## src/rtl/lsu_stage_pkg.sv

```systemverilog
// Shared types for the load/store stage: EXU->LSU and LSU->WBU payloads,
// load/store width encodings, LSU FSM states and the alignment predicate.
package lsu_stage_pkg;

   localparam int unsigned XLEN = 32;

   // funct3 width encodings shared by loads and stores
   localparam logic [2:0] F3_B  = 3'b000;
   localparam logic [2:0] F3_H  = 3'b001;
   localparam logic [2:0] F3_W  = 3'b010;
   localparam logic [2:0] F3_BU = 3'b100;
   localparam logic [2:0] F3_HU = 3'b101;

   // Payload from EXU
   typedef struct packed {
      logic [XLEN-1:0] pc_target;
      logic            reg_wen;
      logic [4:0]      rd_addr;
      logic [XLEN-1:0] exu_result;
      logic            mem_en;
      logic            mem_wen;
      logic [2:0]      funct3;
      logic [XLEN-1:0] mem_addr;
      logic [XLEN-1:0] rs2_data;
   } ex_lsu_t;

   // Payload to WBU
   typedef struct packed {
      logic            valid;
      logic [XLEN-1:0] pc_target;
      logic            reg_wen;
      logic [4:0]      rd_addr;
      logic [XLEN-1:0] wb_data;
   } lsu_wb_t;

   // Fields of the accepted instruction still needed after the request issues
   typedef struct packed {
      logic [XLEN-1:0] pc_target;
      logic            reg_wen;
      logic [4:0]      rd_addr;
      logic [XLEN-1:0] exu_result;
      logic            mem_wen;
      logic [2:0]      funct3;
      logic [1:0]      offset;
   } lsu_ctx_t;

   typedef enum logic [1:0] {
      S_IDLE    = 2'd0,
      S_REQ     = 2'd1,
      S_RESP    = 2'd2,
      S_WAIT_WB = 2'd3
   } lsu_state_e;

   // Halfword accesses need addr[0]=0, word accesses need addr[1:0]=0
   function automatic logic is_misaligned(input logic [2:0] f3, input logic [1:0] off);
      case (f3)
         F3_H, F3_HU: return off[0];
         F3_W:        return (off != 2'b00);
         default:     return 1'b0;
      endcase
   endfunction

endpackage

```

## src/rtl/lsu_align.sv

```systemverilog
// Byte-lane helper for the LSU (combinational).
// Store side: replicates store data across lanes and builds byte strobes.
// Load side: shifts the response word by the byte offset, then sign/zero extends.
// Ports:
//   i_st_funct3/i_st_offset/i_st_data -> o_wdata_c, o_wstrb_c
//   i_ld_funct3/i_ld_offset/i_rdata   -> o_ld_data_c
module lsu_align
   import lsu_stage_pkg::*;
(
   input  logic [2:0]  i_st_funct3,
   input  logic [1:0]  i_st_offset,
   input  logic [31:0] i_st_data,
   output logic [31:0] o_wdata_c,
   output logic [3:0]  o_wstrb_c,
   input  logic [2:0]  i_ld_funct3,
   input  logic [1:0]  i_ld_offset,
   input  logic [31:0] i_rdata,
   output logic [31:0] o_ld_data_c
);

   logic [31:0] w_sh;

   // Store lanes; the halfword strobe shift drops bits past lane 3
   always_comb begin
      o_wdata_c = i_st_data;
      o_wstrb_c = 4'b1111;
      case (i_st_funct3)
         F3_B: begin
            o_wdata_c = {4{i_st_data[7:0]}};
            o_wstrb_c = 4'b0001 << i_st_offset;
         end
         F3_H: begin
            o_wdata_c = {2{i_st_data[15:0]}};
            o_wstrb_c = 4'b0011 << i_st_offset;
         end
         default: ;
      endcase
   end

   assign w_sh = i_rdata >> {i_ld_offset, 3'b000};

   // Load extract and extend
   always_comb begin
      o_ld_data_c = i_rdata;
      case (i_ld_funct3)
         F3_B:    o_ld_data_c = {{24{w_sh[7]}}, w_sh[7:0]};
         F3_H:    o_ld_data_c = {{16{w_sh[15]}}, w_sh[15:0]};
         F3_W:    o_ld_data_c = w_sh;
         F3_BU:   o_ld_data_c = {24'd0, w_sh[7:0]};
         F3_HU:   o_ld_data_c = {16'd0, w_sh[15:0]};
         default: ;
      endcase
   end

endmodule

```

## src/rtl/lsu_stage.sv

```systemverilog
// Load/store pipeline stage between EXU and WBU.
// Non-memory instructions go straight to write-back; loads/stores issue one
// request on the data-memory port and wait for its response. One instruction
// is in flight at a time; all handshake outputs are registered state decodes.
// Optional macro LSU_MISALIGN_CHECK_EN: misaligned H/W accesses skip memory,
// write back with reg_wen=0 and pulse lsu_misalign for one cycle.
// Ports:
//   clk, rst (async, active-high)
//   lsu_in_valid/lsu_in_ready/lsu_in_payload     : from EXU (ex_lsu_t)
//   lsu_out_valid/lsu_out_ready/lsu_out_payload  : to WBU (lsu_wb_t)
//   dmem_req_*  : request (word address, wen, lane data, strobes)
//   dmem_resp_* : response (valid/ready, read word)
//   lsu_misalign: misalignment pulse (macro builds only)
module lsu_stage
   import lsu_stage_pkg::*;
#(
   parameter int unsigned ADDR_W = 32,
   parameter int unsigned DATA_W = 32
) (
   input  logic                clk,
   input  logic                rst,
   input  logic                lsu_in_valid,
   output logic                lsu_in_ready,
   input  ex_lsu_t             lsu_in_payload,
   output logic                lsu_out_valid,
   input  logic                lsu_out_ready,
   output lsu_wb_t             lsu_out_payload,
   output logic                dmem_req_valid,
   input  logic                dmem_req_ready,
   output logic [ADDR_W-1:0]   dmem_req_addr,
   output logic                dmem_req_wen,
   output logic [DATA_W-1:0]   dmem_req_wdata,
   output logic [DATA_W/8-1:0] dmem_req_wstrb,
   input  logic                dmem_resp_valid,
   output logic                dmem_resp_ready,
   input  logic [DATA_W-1:0]   dmem_resp_rdata
`ifdef LSU_MISALIGN_CHECK_EN
   ,
   output logic                lsu_misalign
`endif
);

   localparam int unsigned STRB_W = DATA_W / 8;

   lsu_state_e          r_state;
   lsu_state_e          w_state_n;
   lsu_ctx_t            r_ctx;
   lsu_wb_t             r_out;
   lsu_wb_t             w_wb_n;
   logic                r_in_ready;
   logic                r_req_valid;
   logic                r_resp_ready;
   logic                r_out_valid;
   logic [ADDR_W-1:0]   r_req_addr;
   logic                r_req_wen;
   logic [DATA_W-1:0]   r_req_wdata;
   logic [STRB_W-1:0]   r_req_wstrb;
   logic                w_in_fire;
   logic                w_mis;
   logic [31:0]         w_wdata;
   logic [3:0]          w_wstrb;
   logic [31:0]         w_ld_data;

   assign w_in_fire = lsu_in_valid && r_in_ready;

`ifdef LSU_MISALIGN_CHECK_EN
   assign w_mis = lsu_in_payload.mem_en &&
                  is_misaligned(lsu_in_payload.funct3, lsu_in_payload.mem_addr[1:0]);
`else
   assign w_mis = 1'b0;
`endif

   // Store lanes come from the incoming payload, load extract from the held context
   lsu_align u_align (
      .i_st_funct3 (lsu_in_payload.funct3),
      .i_st_offset (lsu_in_payload.mem_addr[1:0]),
      .i_st_data   (lsu_in_payload.rs2_data),
      .o_wdata_c   (w_wdata),
      .o_wstrb_c   (w_wstrb),
      .i_ld_funct3 (r_ctx.funct3),
      .i_ld_offset (r_ctx.offset),
      .i_rdata     (32'(dmem_resp_rdata)),
      .o_ld_data_c (w_ld_data)
   );

   // State register
   always_ff @(posedge clk or posedge rst) begin
      if (rst) r_state <= S_IDLE;
      else     r_state <= w_state_n;
   end

   // Next state and next write-back payload
   always_comb begin
      w_state_n = r_state;
      w_wb_n    = r_out;
      case (r_state)
         S_IDLE: begin
            if (w_in_fire) begin
               if (lsu_in_payload.mem_en && !w_mis) begin
                  w_state_n = S_REQ;
               end else begin
                  w_state_n        = S_WAIT_WB;
                  w_wb_n.valid     = 1'b1;
                  w_wb_n.pc_target = lsu_in_payload.pc_target;
                  w_wb_n.rd_addr   = lsu_in_payload.rd_addr;
                  w_wb_n.reg_wen   = lsu_in_payload.reg_wen && !w_mis &&
                                     !(lsu_in_payload.mem_en && lsu_in_payload.mem_wen);
                  w_wb_n.wb_data   = lsu_in_payload.exu_result;
               end
            end
         end
         S_REQ: begin
            if (dmem_req_ready) w_state_n = S_RESP;
         end
         S_RESP: begin
            if (dmem_resp_valid) begin
               w_state_n        = S_WAIT_WB;
               w_wb_n.valid     = 1'b1;
               w_wb_n.pc_target = r_ctx.pc_target;
               w_wb_n.rd_addr   = r_ctx.rd_addr;
               w_wb_n.reg_wen   = r_ctx.reg_wen && !r_ctx.mem_wen;
               w_wb_n.wb_data   = r_ctx.mem_wen ? r_ctx.exu_result : w_ld_data;
            end
         end
         S_WAIT_WB: begin
            if (lsu_out_ready) begin
               w_state_n    = S_IDLE;
               w_wb_n.valid = 1'b0;
            end
         end
         default: w_state_n = S_IDLE;
      endcase
   end

   // Registered state decodes, captured context and request fields
   always_ff @(posedge clk or posedge rst) begin
      if (rst) begin
         r_in_ready   <= 1'b1;
         r_req_valid  <= 1'b0;
         r_resp_ready <= 1'b0;
         r_out_valid  <= 1'b0;
         r_out        <= '0;
         r_ctx        <= '0;
         r_req_addr   <= '0;
         r_req_wen    <= 1'b0;
         r_req_wdata  <= '0;
         r_req_wstrb  <= '0;
      end else begin
         r_in_ready   <= (w_state_n == S_IDLE);
         r_req_valid  <= (w_state_n == S_REQ);
         r_resp_ready <= (w_state_n == S_RESP);
         r_out_valid  <= (w_state_n == S_WAIT_WB);
         r_out        <= w_wb_n;
         if (w_in_fire) begin
            r_ctx.pc_target  <= lsu_in_payload.pc_target;
            r_ctx.reg_wen    <= lsu_in_payload.reg_wen;
            r_ctx.rd_addr    <= lsu_in_payload.rd_addr;
            r_ctx.exu_result <= lsu_in_payload.exu_result;
            r_ctx.mem_wen    <= lsu_in_payload.mem_wen;
            r_ctx.funct3     <= lsu_in_payload.funct3;
            r_ctx.offset     <= lsu_in_payload.mem_addr[1:0];
            r_req_addr       <= ADDR_W'({lsu_in_payload.mem_addr[31:2], 2'b00});
            r_req_wen        <= lsu_in_payload.mem_wen;
            r_req_wdata      <= DATA_W'(w_wdata);
            r_req_wstrb      <= lsu_in_payload.mem_wen ? STRB_W'(w_wstrb) : '0;
         end
      end
   end

`ifdef LSU_MISALIGN_CHECK_EN
   logic r_misalign;

   // High for the first write-back cycle of a skipped access
   always_ff @(posedge clk or posedge rst) begin
      if (rst) r_misalign <= 1'b0;
      else     r_misalign <= (r_state == S_IDLE) && w_in_fire && w_mis;
   end

   assign lsu_misalign = r_misalign;
`endif

   assign lsu_in_ready    = r_in_ready;
   assign lsu_out_valid   = r_out_valid;
   assign lsu_out_payload = r_out;
   assign dmem_req_valid  = r_req_valid;
   assign dmem_req_addr   = r_req_addr;
   assign dmem_req_wen    = r_req_wen;
   assign dmem_req_wdata  = r_req_wdata;
   assign dmem_req_wstrb  = r_req_wstrb;
   assign dmem_resp_ready = r_resp_ready;

endmodule
```

## config.mk

```make
export PLATFORM = sky130hd
export DESIGN_NAME = lsu_stage
export DESIGN_NICKNAME = d
export VERILOG_FILES = /design/src/rtl/lsu_stage_pkg.sv /design/src/rtl/lsu_align.sv /design/src/rtl/lsu_stage.sv
export SDC_FILE = /design/constraint.sdc
export NUM_CORES = 1
export LEC_CHECK = 0
export ABC_AREA = 0
export BUFFER_PORTS_ARGS = -buffer_cell sky130_fd_sc_hd__buf_2
export CAP_MARGIN = 40
export CORE_UTILIZATION = 35
export CTS_CLUSTER_SIZE = 20
export DETAILED_ROUTE_END_ITERATION = 7
export HOLD_SLACK_MARGIN = 0.05
export PLACE_DENSITY = 0.66
export SYNTH_ARGS = -nofsm -noshare
export SYNTH_HDL_FRONTEND = slang
export SYNTH_HIERARCHICAL = 1
export SYNTH_SLANG_ARGS = --single-unit
```

## constraint.sdc

```tcl
create_clock -name clk -period 9.3 [get_ports clk]
set_input_delay 2.79 -clock clk [delete_from_list [all_inputs] [get_ports clk]]
set_output_delay 2.79 -clock clk [all_outputs]
set_load 0.02 [all_outputs]
```

# == Word-level counts from Yosys, hierarchy flattened ==
# Index checks and enable logic that the tools add are counted.
# word_totals
output_inout_bits,144
mem_count,0
register_bits,219
ramBits,0
inputBits,177
romBits,0
latch_bits,0
word_cells,69
# classes
shift,3
eq_ne,15
addsub,0
div_mod_pow,0
n_reduce_logical,14
mul,0
n_bitwise,0
n_lt_le_gt_ge,0
muxes,17
# op_table
op,count
71-bit two-way mux,3
32-bit case mux with 5 select lines,1
70-bit case mux with 2 select lines,1
32-bit case mux with 2 select lines,1
32-bit two-way mux,1
32-bit by 5-bit >> shifter with 32-bit output,1
2-bit two-way mux,5
2-bit equality test (second input constant),4
2-bit inequality test (second input constant),4
2-bit case mux with 4 select lines,1
4-bit case mux with 2 select lines,1
3-bit by 1-bit equality test with 1-bit output (second input constant),2
3-bit equality test (second input constant),2
3-bit zero test,2
5-bit AND reduction,1
2-bit by 1-bit equality test with 1-bit output (second input constant),2
1-bit logical AND,4
2-bit zero test,2
4-bit two-way mux,1
4-bit AND reduction,1
1-bit by 2-bit << shifter with 4-bit output (first input constant),1
2-bit by 2-bit << shifter with 4-bit output (first input constant),1
3-bit by 2-bit equality test with 1-bit output (second input constant),1
1-bit case mux with 3 select lines,1
other kinds (4),5

# == Longest topological paths before layout ==
# Gate-level depths: netlist of run 1.
# logic_depth
ltp_word,6
depth_mapped,10
depth_no_buf,8

# == By module ==
# The synthesis of run 1 kept the hierarchy.
# by_module_without_submodules
mod,area_per_inst_um2,seq_area_each_um2,instances,cells_per_inst
lsu_stage,9818.2,5481.5,1,617
lsu_align,1488.9,0.0,1,229

# == Least setup slack after synthesis of run 1 ==
# Ideal clock, no wire load.
# synth_path
kind,input port to flip-flop
from,input port dmem_resp_rdata[7]
to,register r_out (netlist bit lsu_out_payload[29])
cell_stages,9
n_path_buf,1
path_slack_ps,4537
t_required_ps,9175
setup_time_ps,125
arrival_time_ps,4638
cell_sequence,mux2_4 > a221oi_2 > a22o_2 > buf_6 > a21boi_4 > o22ai_1 > mux2_2 > mux2_1 > mux2_4
# synth_between
elab_chain_cells,5
# synth_rtl
item,line,source
"start, declared",lsu_stage.sv:36,input logic [DATA_W-1:0] dmem_resp_rdata
32-bit by 5-bit >> shifter with 32-bit output,lsu_align.sv:40,"assign w_sh = i_rdata >> {i_ld_offset, 3'b000};"
32-bit case mux with 5 select lines,lsu_align.sv:45,case (i_ld_funct3)
net w_ld_data[29],lsu_stage.sv:62,logic [31:0] w_ld_data;
32-bit two-way mux,lsu_stage.sv:122,w_wb_n.wb_data = r_ctx.mem_wen ? r_ctx.exu_result : w_ld_data;
71-bit two-way mux,lsu_stage.sv:116,if (dmem_resp_valid) begin
70-bit case mux with 2 select lines,lsu_stage.sv:96,case (r_state)
"end signal, assigned",lsu_stage.sv:153,r_out <= w_wb_n;
"end, declared",lsu_stage.sv:48,lsu_wb_t r_out;
# The timed path passes the listed nets, and every way through them passes these cells. The select of a mux whose other input is x is not followed.
# A chain may end at the register's enable or synchronous reset.

# == Worst setup path in the final report of run 1 ==
# layout_path
from,input port dmem_resp_rdata[23]
to,register r_out (netlist bit lsu_out_payload[30])
# Same word-level chain as after synthesis.

==> reports/metrics.yaml, run 1 <==
outcome:
  outcome: "complete, no violations"
critical_path:
  startpoint_type: "primary input"
  critical_path_required_ns: 9.70
  crit_slowest_cell: "a22o_2"
  critPathArrivalTime_ns: 5.15
  end_kind: "register"
  cp_max_fo: 18
  cpPeakStageDelay_ns: 0.42
  path_cells: "buf_2 > mux2_2 > o221ai_1 > a22o_2 > a21boi_4 > o22ai_1 > mux2_2 > mux2_1 > mux2_4"
  crit_type: "primary input to register"
  cpMostUsedCell: "mux2_2"
placed_design:
  port-buffer-count: 318
  place_ws_ns: 4.08
  dpl.hpwl_mm: 20.3
  gp_congestion: 0.930
logic_synthesis:
  synth.avg_cell_area_um2: 13.4
  ys_seq_area_share_pct: 48.5
  syn_inst: 846
  synth_cell_types: 45
  synth_top_area_cell: "dfrtp_1"
  syn_area_um2: 11300
  synth_top_area_share_pct: 48.2
  yosys_register_bits: 219
  synth_warnings: 6
  netlist_top_cells_area: "dfrtp_1 (48%), mux2_2 (22%), mux2_4 (9.3%), mux2_1 (4.1%), buf_6 (1.9%)"
cts:
  cts_tree: "done"
  ctsHtreeMaxLevel: 1
  cts_setup_buffers: 0
  cts_resized: 0
  clk_root_buffer_cell: "clkbuf_16"
  clk_path_buf_depth: 3
  clk_pin_slew_ns: 0.06
  hold_buffers: 0
  cts-buffers-inserted: 26
  insertion_delay_ns: 0.53
  cts_num_sinks: 219
floorplanning:
  die_h_um: 182
  pin_count: 321
  die_x_um: 182
  design.core.area_um2: 31600
  die-area_um2: 33000
  initial_utilization_pct: 35.7
  rows: 65
sta:
  fin_ws_ns: 4.55
  finalCritPeriodShare_pct: 51.1
  period_needed_ns: 4.75
  setup_tns_ns: 0
  hold_viol_final: 0
  slew_headroom_pct: 44.9
  worst_slew_pin_slew_ns: 0.822
  grt_setup_unrepaired: "no"
  holdWs_ns: 0.483
  max_clock_freq_ghz: 0.211
  final-setup-viol-count: 0
  drv_slew: 0
  skew_ns: 0.0257
final_layout:
  area_delta_synth_final_pct: 23.9
  drive_gt1_share_pct: 58.7
  nets: 1320
  post-route-util_pct: 44.3
routing:
  drt-initial-drc-count: 453
  route.vias.total: 7794
  routed_wl_mm: 29.0
  drc: 0
  ant_nets: 0
  avgRoutedWirePerCell_um: 18.6
  viasPerCell: 5.00
  drt-pass1-iter-count: 5
power_and_ir_drop:
  p_per_area_nw_per_um2: 384
  power_leakage_nw: 6.51
  ir_worst_vdd_mv: 0.192
global_route:
  grt_pass1_vias: 7923
  grt_max_degree: 87
  overflow: 0
  track_usage_pct: 17.5
  antenna_found_initial: 4
  grt_pass1_wl_mm: 45.8
run:
  maxCapViolCount: 0
min_path:
  holdCritPathClass: "register to register"
-- sequential cells by signal, indices dropped and copies added, names as in the netlist --
signal           count
dmem_req_addr       30
dmem_req_wdata      32
lsu_out_valid        1
r_ctx               75
dmem_req_valid       1
lsu_out_payload     71
dmem_resp_ready      1
r_state              2
dmem_req_wen         1
lsu_in_ready         1
dmem_req_wstrb       4
-- worst max-delay path, delay by kind of cell --
family	cells	cell delay, ns
buffers and inverters	1	0.11
AO/OA/AOI/OAI	4	1.12
multiplexers	4	1.12
-- layer usage --
layer	share of wire [%]	track usage, %	vias up	wire (µm)
met5	0.097	0	-	28
met4	2.5	4.88	4	716
met3	7.2	4.59	43	2100
met2	46	27.7	267	13300
met1	44	23.5	3861	12900
li1	-	-	3619	-
-- metrics by stage --
step,total power [mW],cell area (µm²),std cells
global placement,4.31,13000,1513
CTS,5.44,14000,1559
finish,5.38,14000,1560
detailed placement,4.38,13100,1517
global route,5.71,14000,1559
floorplan,3.70,11300,847
-- Yosys cell counts, drive strengths merged --
master	instances
a221oi	2
o21ai	19
nor3	2
a22oi	7
inv	13
a31o	1
a21boi	2
dfstp	1
a211oi	1
or2	1
nor2	36
a22o	1
nand3	2
a21oi	35
and2	2
and3	7
o211ai	8
mux2	335
o221ai	1
a21o	2
nand2b	2
nor2b	4
o31ai	1
o22ai	8
mux2i	20
and3b	2
nand4bb	1
o2bb2a	1
dfrtp	218
o31a	7
nand2	35
o21a	2
conb	1
buf	54
clkinv	2
clkbuf	10
-- layout by cell type, fill, tap and decap left out, types with 4 or more instances in the layout --
cell type / count
buf_4: 10
a22oi_1: 7
mux2_4: 70
o21ai_0: 19
mux2_2: 224
o211ai_1: 8
clkbuf_16: 26
clkbuf_8: 4
o31a_1: 7
and3_1: 7
dfrtp_1: 218
nor2_1: 35
o22ai_1: 8
inv_1: 12
nand2_1: 35
mux2_1: 41
mux2i_1: 20
buf_2: 318
a21oi_1: 33
-- final timing paths --
path	start	endpoint	slack, ns	cells after the start
hold / removal	dmem_req_wstrb[1]$_DFFE_PP0P_	dmem_req_wstrb[1]$_DFFE_PP0P_	0.48	2
hold reg to reg	dmem_req_wstrb[1]$_DFFE_PP0P_	dmem_req_wstrb[1]$_DFFE_PP0P_	0.48	2
setup reg to reg	r_ctx[2]$_DFFE_PP0P_	lsu_out_payload[5]$_DFFE_PP0P_	6.03	8
max in group asynchronous	rst	lsu_out_payload[12]$_DFFE_PP0P_	5.93	4
min in group asynchronous	rst	lsu_out_payload[57]$_DFFE_PP0P_	2.35	2
setup / recovery	dmem_resp_rdata[23]	lsu_out_payload[30]$_DFFE_PP0P_	4.55	9
-- layout make-up --
cell class | instances | area (µm²)
fillers | 2945 | 17600
flip-flops and latches | 219 | 5480
multi-input cells | 549 | 5320
repair buffers | 332 | 1770
clock buffers | 32 | 713
well taps | 402 | 503
clock inverters | 10 | 149
inverters | 15 | 63.8
diodes | 1 | 2.50
-- logic make-up after synthesis --
group	synth area share, %
AOI/OAI and AO/OA	5.68
buffers and inverters	4.59
DFF	48.5
muxes	37.5
other	0.0332
and+or+nand+nor	3.76
-- where the power goes --
group          leakage (nW)  internal (mW)  switching, mW
logic                  3.50           1.29           1.31
registers              2.59           1.45          0.308
clock network         0.417          0.624          0.402
Power figures use the tool's default switching activity.
==> inputs of run 2 (changes only) <==
- PLACE_DENSITY: 0.66 -> 0.69
- clock period: 9.3 -> 4.1 ns (I/O delays scaled with it)
==> run 2 against run 1 <==
  * Core utilization shrank 0.10 points
  * First-iteration DRC count decreased by 8.8%
  * Sequential power grew 130%
  * Critical path depth decreased by 1
  * Via count rose by 0.87%
  * Wire length grew 1.1%
  * Flip-flop and latch count is the same
  * Critical endpoint is now lsu_out_payload[2]$_DFFE_PP0P_
  * Largest cell class unchanged
==> reports/metrics.yaml, run 2 (synthesized netlist as in run 1, its figures left out) <==
outcome:
  outcome: "complete, no violations"
placed_design:
  dpl.hpwl_mm: 20.6
  gp_congestion: 0.844
  dp.cells: 1519
  port-buffer-count: 318
final_layout:
  nets: 1322
  area_delta_synth_final_pct: 23.6
  largest_register_ffs: 75
  fillers: 2930
  regMostFlops: "r_ctx"
  stdcell_count: 1566
  drive_gt1_share_pct: 58.7
  final_cell_mix: "buf_2 (318), mux2_2 (224), dfrtp_1 (218), mux2_4 (70), mux2_1 (41)"
  final_common_cell: "buf_2"
global_route:
  antenna_found_initial: 2
  overflow: 0
  grt_pass1_vias: 8227
  grt_max_degree: 103
  track_usage_pct: 17.6
  grt_pass1_wl_mm: 46.2
critical_path:
  path_cells: "or2_1 > nand2_1 > and2_1 > a22oi_1 > o21ai_0 > mux2_2 > mux2_2 > mux2_4"
  end_kind: "register"
  cpMostUsedCell: "mux2_2"
  cpPeakStageDelay_ns: 0.55
  crit_slowest_cell: "or2_1"
  startpoint_type: "register"
  crit_type: "register to register"
  cp_max_fo: 18
  critPathArrivalTime_ns: 3.53
  critical_path_required_ns: 4.51
routing:
  avgRoutedWirePerCell_um: 18.7
  viasPerCell: 5.02
  routed_wl_mm: 29.3
  drt-initial-drc-count: 413
  ant_nets: 0
  drc: 0
  route.vias.total: 7862
  drt-pass1-iter-count: 5
power_and_ir_drop:
  p_per_area_nw_per_um2: 866
  p_sw_share_pct: 37.8
  p_switching_mw: 4.57
  internal_power_mw: 7.52
  power_leakage_nw: 6.51
  ir_worst_vdd_mv: 0.468
  power_frac_comb_pct: 48.6
  seq_power_share_pct: 32.9
  p_clk_share_pct: 18.5
cts:
  cts_setup_buffers: 0
  clk_root_buffer_cell: "clkbuf_16"
  cts_resized: 0
  insertion_delay_ns: 0.54
  clk_path_buf_depth: 3
  clk_pin_slew_ns: 0.06
  ctsHtreeMaxLevel: 1
  cts_num_sinks: 219
  hold_buffers: 0
  cts_tree: "done"
  cts-buffers-inserted: 26
floorplanning:
  rows: 65
  design.core.area_um2: 31600
  pin_count: 321
  initial_utilization_pct: 35.7
  die-area_um2: 33000
  die_h_um: 182
  die_x_um: 182
sta:
  skew_ns: 0.0189
  drv_slew: 0
  slew_headroom_pct: 42.1
  worst_slew_pin_slew_ns: 0.869
  hold_viol_final: 0
  final-setup-viol-count: 0
  period_needed_ns: 3.12
  finalCritPeriodShare_pct: 76.2
  grt_setup_unrepaired: "no"
  setup_tns_ns: 0
  max_clock_freq_ghz: 0.320
min_path:
  holdCritPathClass: "register to register"
run:
  maxCapViolCount: 0
[run 2: cell types whose count changed in the layout (fill, tap and decap cells not counted), sizes merged]
cell / before / now
buf: 332 / 334
clkinvlp: 2 / 1
clkbuf: 32 / 38
bufinv: 3 / 0
clkinv: 7 / 9
[run 2: worst paths after layout]
| kind | from | to | slack, ns | cells after the start |
|---|---|---|---|---|
| worst max-delay path | r_ctx[2]$_DFFE_PP0P_ | lsu_out_payload[2]$_DFFE_PP0P_ | 0.98 | 8 |
| worst min-delay path | dmem_req_wstrb[2]$_DFFE_PP0P_ | dmem_req_wstrb[2]$_DFFE_PP0P_ | 0.49 | 2 |
| worst max register to register | r_ctx[2]$_DFFE_PP0P_ | lsu_out_payload[2]$_DFFE_PP0P_ | 0.98 | 8 |
| worst min register to register | dmem_req_wstrb[2]$_DFFE_PP0P_ | dmem_req_wstrb[2]$_DFFE_PP0P_ | 0.49 | 2 |
| max in group asynchronous | rst | r_ctx[19]$_DFFE_PP0P_ | 2.45 | 3 |
| min in group asynchronous | rst | lsu_out_payload[60]$_DFFE_PP0P_ | 0.84 | 2 |
[run 2: power by group through the flow]
stage	Sequential (mW)	Clock (mW)	Combinational (mW)
after detailed placement	3.99	0	5.92
after global routing	4.14	2.39	6.28
after floorplan	4.69	0	3.71
final	3.98	2.24	5.87
after CTS	3.99	2.32	5.92
after global placement	3.96	0	5.79
[run 2: final cells by class]
| cell class | count | area (µm²) | area share (%) |
|---|---|---|---|
| flip-flops and latches | 219 | 5480 | 39.2 |
| multi-input cells | 549 | 5320 | 38.1 |
| repair buffers | 334 | 1770 | 12.7 |
| clock buffers | 38 | 776 | 5.55 |
| well taps | 402 | 503 | 3.60 |
| inverters | 15 | 60.1 | 0.430 |
| clock inverters | 8 | 57.6 | 0.412 |
| diodes | 1 | 2.50 | 0.0179 |
[run 2: through the flow]
step           power, mW  hold slack, ns  utilization [%]  worst slack (ns)  instance area (µm²)
3_3_place_gp        9.74           0.462             41.5             0.693                13100
2_1_floorplan       8.40           0.473                -            0.0167                11300
3_5_place_dp        9.91           0.475             41.5             0.641                13100
4_1_cts             12.2           0.488             44.2              1.01                14000
6_report            12.1           0.491             44.2             0.975                14000
5_1_grt             12.8           0.512             44.2             0.724                14000
[run 2: layer usage]
metal	wire length, µm	up-vias	track usage [%]
li1	-	3612	-
met1	12900	3926	23.1
met2	13700	272	28.9
met3	1970	50	4.07
met4	746	2	4.95
met5	10	-	0
[run 2: worst max-delay path: cells and delay by family (launching register included)]
kind	cells	cell delay, ns
AO/OA/AOI/OAI	2	0.31
multiplexers	3	0.82
AND/OR/NAND/NOR	3	1.36
flip-flops	1	0.50
==> inputs of run 3 (changes only) <==
- PLACE_DENSITY: 0.69 -> 0.66
- clock period: 4.1 -> 2.9 ns (I/O delays scaled with it)
==> run 3 against run 2 <==
  * Register-to-register slack got worse by 0.77 ns
  * Critical path depth unchanged
  * Non-clock buffer count increased by 25
  * Combinational power increased by 47%
  * Flip-flop and latch count unchanged
  * Hold slack got worse by 0.11 ns
  * Core utilization increased by 0.62 points
  * Via count increased by 1.8%
  * Worst setup slack got worse by 0.77 ns
  * Wire length increased by 3.3%
  * Critical endpoint is now lsu_out_payload[29]$_DFFE_PP0P_
==> reports/metrics.yaml, run 3 (synthesized netlist as in run 1, its figures left out) <==
outcome:
  outcome: "complete, no violations"
cts:
  clk_path_buf_depth: 3
  clk_pin_slew_ns: 0.06
  ctsHtreeMaxLevel: 1
  cts_num_sinks: 219
  cts_tree: "done"
  cts-buffers-inserted: 25
  cts_setup_buffers: 0
  insertion_delay_ns: 0.53
  clk_root_buffer_cell: "clkbuf_16"
global_route:
  grt_pass1_wl_mm: 48.5
  grt_pass1_vias: 8522
  antenna_found_initial: 4
  overflow: 0
  track_usage_pct: 18.5
  grt_max_degree: 71
sta:
  drv_slew: 0
  slew_headroom_pct: 57.8
  hold_viol_final: 0
  grt_setup_unrepaired: "no"
  skew_ns: 0.0138
  fin_ws_ns: 0.202
  worst_slew_pin_slew_ns: 0.630
  max_clock_freq_ghz: 0.371
  holdWs_ns: 0.385
  period_needed_ns: 2.70
  final-setup-viol-count: 0
  finalCritPeriodShare_pct: 93.0
critical_path:
  critPathArrivalTime_ns: 3.11
  startpoint_type: "register"
  rr_worst_depth: 8
  worstReg2RegStart: "r_ctx[0]$_DFFE_PP0P_"
  critical_path_required_ns: 3.31
  end_kind: "register"
  r2r_slack_ns: 0.20
  crit_type: "register to register"
  cp_max_fo: 8
  r2r_end: "lsu_out_payload[29]$_DFFE_PP0P_"
routing:
  viasPerCell: 5.04
  drt-pass1-iter-count: 6
  routed_wl_mm: 30.3
  route.vias.total: 8000
  drt-initial-drc-count: 482
  avgRoutedWirePerCell_um: 19.1
  ant_nets: 0
  drc: 0
final_layout:
  final_common_cell: "buf_2"
  regMostFlops: "r_ctx"
  largest_register_ffs: 75
  area_delta_synth_final_pct: 25.3
  fin_area_um2: 14200
  final_cell_mix: "buf_2 (318), mux2_2 (224), dfrtp_1 (218), mux2_4 (70), mux2_1 (41)"
  drive_gt1_share_pct: 59.1
  stdcell_count: 1587
  nets: 1346
power_and_ir_drop:
  p_switching_mw: 6.48
  seq_power_share_pct: 32.5
  power_frac_comb_pct: 50.5
  ir_worst_vdd_mv: 0.598
  internal_power_mw: 10.6
  p_per_area_nw_per_um2: 1210
  p_sw_share_pct: 37.9
  p_clk_share_pct: 17.1
  power_leakage_nw: 6.61
placed_design:
  gp_congestion: 0.908
  dp.cells: 1544
  port-buffer-count: 318
  place_ws_ns: -0.190
  dpl_cell_area_um2: 13400
  dpl.hpwl_mm: 21.8
floorplanning:
  rows: 65
  die_h_um: 182
  design.core.area_um2: 31600
  pin_count: 321
  die-area_um2: 33000
  die_x_um: 182
  initial_utilization_pct: 35.7
run:
  maxCapViolCount: 0
min_path:
  holdCritPathClass: "primary input to asynchronous set/reset pin"
-- run 3: per-stage QoR --
| stage | power, mW | util, % | TNS (ns) |
|---|---|---|---|
| 2_1_floorplan | 11.9 | - | -179.56 |
| 3_3_place_gp | 14.0 | 42.4 | -1.21 |
| 3_5_place_dp | 14.2 | 42.4 | -1.37 |
| 4_1_cts | 17.3 | 44.8 | 0 |
| 5_1_grt | 18.2 | 44.8 | 0 |
| 6_report | 17.1 | 44.8 | 0 |
-- run 3: critical path, stage by stage, from the launching register on --
cell and delay [ns]:
dfrtp_1 0.49, mux2_2 0.39, o221ai_1 0.20, a22o_2 0.24
a21boi_4 0.31, o22ai_1 0.13, mux2_2 0.27, mux2_1 0.29
mux2_4 0.25
-- run 3: repair_timing --
action	CTS	global route
resized for setup	0	1
endpoints found under the setup margin	0	3
hold buffers	0	0
-- run 3: power groups by stage --
stage               Clock [mW]  Combinational, mW  Sequential, mW
floorplan                    0               5.24            6.63
global placement             0               8.51            5.53
detailed placement           0               8.67            5.58
CTS                       3.02               8.70            5.57
global route              3.15               9.27            5.76
finish                    2.92               8.64            5.55
-- run 3: per-layer routing --
| layer | wire length, µm | GRT usage (%) | up-vias |
|---|---|---|---|
| met4 | 699 | 5.12 | 4 |
| met1 | 13000 | 23.9 | 3993 |
| met2 | 14400 | 30.6 | 269 |
| li1 | - | - | 3680 |
| met3 | 2180 | 4.63 | 54 |
| met5 | 21 | 0 | - |
-- run 3: worst max path at each step --
| stage | start | end | slack, ns | depth (start not counted) |
|---|---|---|---|---|
| floorplan | rst | dmem_req_addr[10]$_DFFE_PP0P_ | -0.82 | 1 |
| global placement | dmem_resp_rdata[7] | lsu_out_payload[31]$_DFFE_PP0P_ | -0.17 | 9 |
| detailed placement | dmem_resp_rdata[7] | lsu_out_payload[28]$_DFFE_PP0P_ | -0.19 | 9 |
| CTS | r_ctx[0]$_DFFE_PP0P_ | lsu_out_payload[28]$_DFFE_PP0P_ | 0.21 | 9 |
| global route | r_ctx[0]$_DFFE_PP0P_ | lsu_out_payload[28]$_DFFE_PP0P_ | 0.02 | 8 |
| finish | r_ctx[0]$_DFFE_PP0P_ | lsu_out_payload[29]$_DFFE_PP0P_ | 0.20 | 8 |
-- run 3: cell type report --
| cell class | instances | area [µm²] |
|---|---|---|
| antenna | 1 | 2.50 |
| tap | 402 | 503 |
| sequential | 219 | 5480 |
| inverter | 15 | 60.1 |
| clock inverter | 9 | 76.3 |
| timing repair buffer | 359 | 2070 |
| fill | 2925 | 17500 |
| multi-input combinational | 549 | 5320 |
| clock buffer | 33 | 656 |
